<file path="src/rtl/booth_controller.sv">
// Sequencing FSM for a radix-2 Booth multiplier datapath.
// Walks LOAD -> (EVAL -> SHIFT) x N_BITS -> DONE for each multiplication
// and exposes a start/busy/done handshake plus the iteration index.
module booth_controller #(
    parameter int N_BITS = 4,
    parameter int CNT_W  = $clog2(N_BITS)
) (
    input  logic             clk,
    input  logic             rst,
    input  logic             start,
    input  logic             Q0,
    input  logic             Q1,
    output logic             LoadA,
    output logic             LoadB,
    output logic             rs,
    output logic             LoadAdd,
    output logic             SEL,
    output logic             Shift,
    output logic             busy,
    output logic             done,
    output logic [CNT_W-1:0] iter
);

    typedef enum logic [2:0] {
        IDLE,
        LOAD,
        EVAL,
        SHIFT,
        DONE
    } state_t;

    localparam logic [CNT_W-1:0] LAST_ITER = CNT_W'(N_BITS - 1);

    state_t           state;
    logic [CNT_W-1:0] cnt;
    logic             load_q;
    logic             shift_q;
    logic             busy_q;
    logic             done_q;

    // State, iteration counter and the Moore outputs, registered from the next state
    always_ff @(posedge clk) begin
        if (rst) begin
            state   <= IDLE;
            cnt     <= '0;
            load_q  <= 1'b0;
            shift_q <= 1'b0;
            busy_q  <= 1'b0;
            done_q  <= 1'b0;
        end else begin
            load_q  <= 1'b0;
            shift_q <= 1'b0;
            done_q  <= 1'b0;
            case (state)
                IDLE: begin
                    cnt <= '0;
                    if (start) begin
                        state  <= LOAD;
                        load_q <= 1'b1;
                        busy_q <= 1'b1;
                    end else begin
                        busy_q <= 1'b0;
                    end
                end
                LOAD: begin
                    state  <= EVAL;
                    cnt    <= '0;
                    busy_q <= 1'b1;
                end
                EVAL: begin
                    state   <= SHIFT;
                    shift_q <= 1'b1;
                    busy_q  <= 1'b1;
                end
                SHIFT: begin
                    if (cnt == LAST_ITER) begin
                        // iter must read 0 again while DONE is presented
                        state  <= DONE;
                        cnt    <= '0;
                        done_q <= 1'b1;
                        busy_q <= 1'b0;
                    end else begin
                        state  <= EVAL;
                        cnt    <= cnt + 1'b1;
                        busy_q <= 1'b1;
                    end
                end
                DONE: begin
                    state  <= IDLE;
                    cnt    <= '0;
                    busy_q <= 1'b0;
                end
                default: begin
                    state  <= IDLE;
                    cnt    <= '0;
                    busy_q <= 1'b0;
                end
            endcase
        end
    end

    // Booth pair decode in EVAL: 10 subtracts M, 01 adds M, 00/11 do nothing
    always_comb begin
        LoadAdd = 1'b0;
        SEL     = 1'b0;
        if (state == EVAL) begin
            LoadAdd = Q0 ^ Q1;
            SEL     = Q0 & ~Q1;
        end
    end

    assign LoadA = load_q;
    assign LoadB = load_q;
    assign rs    = load_q;
    assign Shift = shift_q;
    assign busy  = busy_q;
    assign done  = done_q;
    assign iter  = cnt;

endmodule

</file>
<file path="config.mk">
export PLATFORM = sky130hd
export DESIGN_NAME = booth_controller
export DESIGN_NICKNAME = d
export VERILOG_FILES = /design/src/rtl/booth_controller.sv
export SDC_FILE = /design/constraint.sdc
export NUM_CORES = 1
export LEC_CHECK = 0
export CORE_AREA = 10 10 47 49
export CTS_CLUSTER_SIZE = 12
export DETAILED_ROUTE_END_ITERATION = 10
export DIE_AREA = 0 0 57 59
export PLACE_DENSITY = 0.64
export SLEW_MARGIN = 20
export SYNTH_ARGS = -nofsm -noshare
export SYNTH_HDL_FRONTEND = slang
export SYNTH_SLANG_ARGS = --single-unit
</file>
<file path="constraint.sdc">
create_clock -name clk -period 2.35 [get_ports clk]
set_clock_uncertainty 0.05 [all_clocks]
set_input_delay 0.5875 -clock clk [delete_from_list [all_inputs] [get_ports clk]]
set_output_delay 0.5875 -clock clk [all_outputs]
set_load 0.1 [all_outputs]
</file>
Yosys cells after proc, flatten, opt, wreduce, memory -nomap -nowiden
Index checks and enable logic that the tools add are counted.
- register bits: 9
- input port bits: 5
- output and inout bits: 10
- word-level logic and storage cells: 33
- add/subtract/negate cells: 1
- eq/ne operators: 5
- mux-type cells: 12
- bitwise gates (word level): 5
- reductions and logical operators: 4
- operators with widths (operator ; count):
    $pmux W3 S4 ; 1
    $eq A3 B2 Y1 const B ; 2
    $mux W1 ; 6
    $mux W3 ; 2
    $reduce_or A2 Y1 ; 3
    $pmux W2 S2 ; 1
    $eq A3 B1 Y1 const B ; 1
    $logic_not A3 Y1 ; 1
    $not A1 Y1 ; 3
    $pmux W1 S3 ; 1
    $add A2 B1 Y2 const B ; 1
    $eq A2 B2 Y1 const B ; 1
    $mux W2 ; 1
    $ne A2 B2 Y1 const B ; 1
    $and A1 B1 Y1 ; 1
    $xor A1 B1 Y1 ; 1

Logic depth before layout (Yosys ltp)
Gate-level depths: netlist of run 1.
- depth in word-level cells: 3
- gate-level depth with buffers: 3
- mapped depth without buffers: 3

Least setup slack after synthesis of run 1
No wires, ideal clock.
- path type: input to output
- start point: input port Q1
- end point: output port LoadAdd
- data arrival time: 3.965 ns
- data required time: 1.712 ns
- path slack: -2.253 ns
- stages on the path: 3
- buffers on the path: 0
- path through: inv_1 ha_1 nor4b_1
- word-level cells in the longest chain between the ends: 2
- RTL lines (item ; RTL line ; text):
    start: declaration ; 12 ; input logic Q1,
    $xor A1 B1 Y1 ; 107 ; LoadAdd = Q0 ^ Q1;
    $mux W1 ; 106 ; if (state == EVAL) begin
    end: declaration ; 16 ; output logic LoadAdd,
No other way between the ends.

Final worst setup path of run 1
- start point: input port Q0
- end point: output port LoadAdd
- word-level cells in the longest chain between the ends: 2
- RTL lines (item ; RTL line ; text):
    start: declaration ; 11 ; input logic Q0,
    $xor A1 B1 Y1 ; 107 ;
    $mux W1 ; 106 ;
No other way between the ends.

==> results of run 1 <==
## power breakdown
group | total, mW | switching (mW) | internal, mW
Clock | 0.120 | 0.0546 | 0.0655
Sequential | 0.168 | 0.00920 | 0.159
Combinational | 0.101 | 0.0691 | 0.0323
## flip-flops by register name, indices dropped and copies added (netlist names)
register and flops:
LoadA 1, done 1, state 3, busy 1, iter 2, Shift 1
## worst reg2reg max path, delay by kind of cell (launching register included)
kind	cells	cell delay, ns
DFF	1	0.61
AOI/OAI and AO/OA	1	0.12
and+or+nand+nor	1	0.50
## routing by layer
layer | track usage (%) | wire length, um | vias to the layer above
li1 | - | - | 155
met1 | 4.59 | 312 | 140
met2 | 7.13 | 361 | 10
met3 | 3.22 | 68 | 3
met4 | 4.03 | 17 | 0
met5 | 0 | 0 | -
## logic make-up after synthesis
group                      Yosys count
muxes                                1
DFF                                  9
adders and majority gates            2
buffers and inverters                4
and+or+nand+nor                     19
AOI/OAI and AO/OA                    1
## placed cells by master (no fill, tap or decap)
master / netlist / layout
dlygate4sd2_1: 0 / 2
nor4bb_4: 0 / 1
dfxtp_1: 9 / 9
clkbuf_4: 0 / 3
inv_4: 0 / 1
nor4_1: 3 / 3
a21oi_2: 1 / 1
or3b_4: 1 / 1
buf_12: 0 / 2
nor3_1: 1 / 1
or3b_2: 1 / 1
mux2i_1: 1 / 1
clkbuf_1: 0 / 1
clkdlybuf4s50_1: 0 / 2
nor2_1: 7 / 7
ha_1: 2 / 1
and3_1: 2 / 2
ha_4: 0 / 1
nand2b_1: 1 / 1
buf_4: 2 / 8
nor4b_4: 0 / 1
nand2_1: 1 / 1
## path summary, 6_finish.rpt
kind | slack [ns] | endpoint | from
setup / recovery | 0.14 | LoadAdd | Q0
hold / removal | 0.47 | iter[0] | iter[0]
setup reg to reg | 1.02 | iter[0] | state[0]
hold reg to reg | 0.47 | iter[0] | iter[0]
## stage by stage
stage	total power [mW]	instances	setup WS, ns	utilization [%]	setup TNS, ns
after floorplan	0.251	36	-0.186	-	-0.233
after global placement	0.275	63	-0.156	38.8	-0.156
after detailed placement	0.275	63	-0.151	38.8	-0.151
after CTS	0.394	67	0.139	40.5	0
after global routing	0.408	67	0.113	40.5	0
final	0.390	67	0.145	40.5	0
## final cells by class
cell class,instances,area share [%]
Sequential cell,9,31.7
Tap cell,16,3.52
Inverter,1,1.10
Timing Repair Buffer,14,24.2
Clock buffer,4,4.63
Multi-Input combinational cell,23,34.8
==> impl_results.md, run 1 <==
- Run status: completed
- Area leader, netlist: dfxtp_1
- Vias: approximately 300
- Prevailing post-synth register cell: dfxtp_1
- Adder-cell share of the synthesized area: 6.97%
- CTS tree: done
- Synth unique cells: 17
- Vias in the first global route: 295
- Post-CTS sizing: 2
- Placed Instance Area: 544 um^2
- Drc violations: 0
- Starting Density: about a quarter
- Synthesized area per cell: 9.97 um^2
- Cells along the critical path: dlygate4sd2_1 > ha_4 > nor4b_4 > buf_12
- Antenna Cells: 0
- Synth Area in Simple Gates: 31.0%
- TritonCTS buffer count: 3
- Post-Syn Instances: 36
- Site row count: 14
- Layout Nets: 59
- ANT nets after route: 0
- Longest Clk Path Bufs: 2
- CP endpoint kind: primary output
- Gp weighted congestion: between 0.6 and 0.7
- Die X: 57 um
- Number of flops mapped to enable cells by yosys: 0
- Area grow syn2layout: 58.2%
- CP max stage delay: roughly 0.26 ns
- Post-route cell area: 568 um^2
- Root Driver: clkbuf_4
- DP Wirelength: 608 um
- Crit Path Category: input port to primary output
- Clk_lat worst skew: 0.26 ns
- Worst Path Required: 1.71 ns
- Initial antenna violation count: 0
- Crit path time final: 2.21 ns
- Slew headroom: 69.0%
- Main combinational cell family by area after synthesis: simple AND/OR/NAND/NOR gates
- WL final: 759 um
- Hold path depth: 2
- Synth Area in Compound Gates: 2.44%
- Crit path max-delay cell type: dlygate4sd2_1
- First-pass GRT wire length: 1.24 mm
- Crit Path Max Fanout: 1
- Worst-path clk slew: 0.06 ns
- PortBufs: 14
- Max IR drop VDD: 0.193 mV
- PD cells: 686 nW/um^2
- Setup Buffers After CTS: 0
- Critical path depth in cells: 4
- Worst path bufs/invs: 2
- Most common cell in the synthesized netlist: dfxtp_1
- Slew @ Worst Pin: 0.464 ns
- Clock sinks: 9
- Fin crit share: 93.8%
- Mapped Area: approximately 360 um^2
- Max frequency: about 450 MHz
- Proportion of layout cells with a drive suffix above 1: between 30% and 40%
- Starting DRT DRC Count: 1
- Max Slew Vio Count: 0
- Drt pass-1 iters: 2
- Top Ports: 15
- H-Tree Depth: 1
- Grt ovf: 0
- CTS Hold Bufs: 0
- Final hold vios: 0
- Synth top area share: 50.2%
- Fillers: ~150
- CP startpoint kind: input port
- Multiplexer share of the synthesized area: 2.79%
- Async set-or-reset flop fraction in the synthesized netlist: 0%
- Multi-input logic area: slightly below 200 um^2
- Overall Global Routing Usage: 4.83%
- Core ar.: 1400 um^2
- Die ar.: 3360 um^2
- Flip-flop and latch area: 180 um^2
- Worst r2r path cells: 2
- Max-cap violations: 0
- Unrepaired setup endpoints after global routing: false
- Pleak: 0.236 nW
- Via-to-Cell Ratio: 4.60
- Worst hold path class: register to register
- Setup violators final: 0
- YS warnings: 0
- Mapped Nets: 43
- Most common library cells after synthesis: dfxtp_1, nor2_1, nor4_1
- Wire per inst: 11.3 um
- Largest net degree at the start of global routing: 12
- CP top delay family: buffers and inverters
- Die Y: 59 um
- Final hold slack: 0.468 ns
- Synth top area cells: dfxtp_1, nor2_1, ha_1
- Post-synthesis xor/xnor area fraction: 0%
- Flops & latches, synth: 9
- Arr. time, crit path: 1.57 ns
- Post-synthesis sequential area ratio: 50.2%
No activity file was read; power rests on OpenSTA's default activity.
==> run 2: changes to the inputs <==
- PLACE_DENSITY: 0.64 -> 0.66
- TNS_END_PERCENT: unset -> 20
- clock period: 2.35 -> 1.9 ns (I/O delays scaled with it)
==> run 2 against run 1 <==
  * Highest routed layer unchanged
  * Sequential power up 24%
  * Combinational power up 46%
  * Count of clock-buffer cells in the layout unchanged
  * Hold slack better by 0.040 ns
  * Critical path depth unchanged
==> impl_results.md, run 2 (synthesis gave the netlist of run 1 again) <==
- CP startpoint kind: input port
- Post-route cell area: 666 um^2
- Final Util: 47.5%
- CTS tree: done
- Crit path max-delay cell type: nor4b_4
- CTS Hold Bufs: 0
- Clock sinks: 9
- Top Metal Used: met4
- Top reg by flops: state
- Setup violators final: 0
- TritonCTS buffer count: 3
- Root Driver: clkbuf_4
- Drt pass-1 iters: 2
- Top Ports: 15
- Longest Clk Path Bufs: 2
- Initial antenna violation count: 0
- Crit Path Category: input port to primary output
- Via-to-Cell Ratio: 4.57
- CP endpoint kind: primary output
- DP Cell Count: between 60 and 70
- H-Tree Depth: 1
- FF-to-FF End: iter[0]
- Most common cell after layout, fill and taps aside: buf_12
- Pleak: between 0.2 and 0.3 nW
- Worst-path clk slew: 0.06 ns
- DP Wirelength: 608 um
- Starting DRT DRC Count: 7
- Die X: 57 um
- HP Start: iter[0]
- Proportion of layout cells with a drive suffix above 1: 44.2%
- Layout Nets: 60
- CP top delay family: buffers and inverters
- Unrepaired setup endpoints after global routing: false
- PortBufs: 14
- Die Y: approximately 59 um
- Core ar.: around 1400 um^2
- Vias: 311
- Commonest cells after routing, fill and taps aside: buf_12, dfxtp_1, nor2_1, nor4_1, clkbuf_4
- PD cells: 757 nW/um^2
- CP max stage delay: 0.30 ns
- Vias in the first global route: ~290
- Gp weighted congestion: 0.746
- Met1 Wirelength: around 310 um
- Cells along the critical path: buf_2 > ha_4 > nor4b_4 > buf_12
- Reg2Reg Setup Slack: 0.55 ns
- Max Slew Vio Count: 0
- Grt ovf: 0
- Worst hold path class: register to register
- Crit path time final: 1.86 ns
- Placed Instance Area: 649 um^2
- Max-cap violations: 0
- Fillers: 138
- First-pass GRT wire length: 1.21 mm
- Antenna Cells: 0
- Hold path depth: 2
- Overall Global Routing Usage: 4.84%
- Worst r2r src: state[0]
- WL final: approximately 750 um
- Worst r2r path cells: 3
- Fin crit share: between 90% and 100%
- TNS Setup: 0 ns
- Drc violations: 0
- Area grow syn2layout: 85.4%
- Final hold vios: 0
- Max IR drop VDD: just over 0.3 mV
- Die ar.: between 3000 and 4000 um^2
- Hold path endpoint: iter[0]
- Worst Path Required: about 1.4 ns
- Fin cells: 68
- Met3 Wirelength: 69 um
- Wire length on met2: 356 um
- Largest net degree at the start of global routing: 9
- Max frequency: 536 MHz
- Clk_lat worst skew: ~0.26 ns
- Wire per inst: 11.1 um
- Slew headroom: 75.2%
- Slew @ Worst Pin: around 0.37 ns
- Starting Density: approximately 26%
- Worst path bufs/invs: 2
- Final hold slack: 0.507 ns
- Max FFs per register: 3
- Run status: completed
- Site row count: 14
- Arr. time, crit path: 1.34 ns
- Crit Path Max Fanout: 1
- ANT nets after route: 0
run 2: metal layers:
| layer | vias up | global-route usage (%) |
|---|---|---|
| met2 | 10 | 6.98 |
| li1 | 156 | - |
| met3 | 2 | 3.43 |
| met5 | - | 0 |
| met1 | 143 | 4.27 |
| met4 | 0 | 5.03 |
run 2: layout make-up:
cell class | instances | area, um^2 | area share, %
inverters | 1 | 3.75 | 0.564
well taps | 16 | 20.0 | 3.01
clock buffers | 4 | 26.3 | 3.95
flip-flops and latches | 9 | 180 | 27.1
repair buffers | 15 | 238 | 35.7
multi-input cells | 23 | 198 | 29.7
run 2: what timing repair did:
action,in CTS,in global routing
pin swaps,2,2
buffers inserted,0,0
resized for setup,7,1
setup endpoints to repair,2,1
run 2: through the flow:
step	worst slack, ns	total power [mW]
after detailed placement	-0.348	0.365
final	0.0360	0.504
after global routing	0.00742	0.527
after floorplan	-0.422	0.310
after CTS	0.00998	0.513
after global placement	-0.336	0.363
run 2: tightest hold or removal path, delay by kind of cell, from the launching register on:
family | cells | cell delay [ns]
DFF | 1 | 0.36
and+or+nand+nor | 1 | 0.11
AOI/OAI and AO/OA | 1 | 0.05
run 2: worst max-delay path by stage:
stage / depth (start not counted) / slack, ns / to / start
2_1_floorplan: 3 / -0.42 / LoadAdd / Q1
3_3_place_gp: 4 / -0.34 / LoadAdd / Q0
3_5_place_dp: 4 / -0.35 / LoadAdd / Q0
4_1_cts: 4 / 0.01 / LoadAdd / Q0
5_1_grt: 5 / 0.007 / LoadAdd / Q1
6_report: 4 / 0.04 / LoadAdd / Q0
run 2: power by group:
group | leakage (nW) | internal (mW) | switching, mW | total (mW)
sequential | 0.0736 | 0.197 | 0.0123 | 0.209
clock | 0.0150 | 0.0809 | 0.0665 | 0.147
combinational | 0.174 | 0.0594 | 0.0880 | 0.147
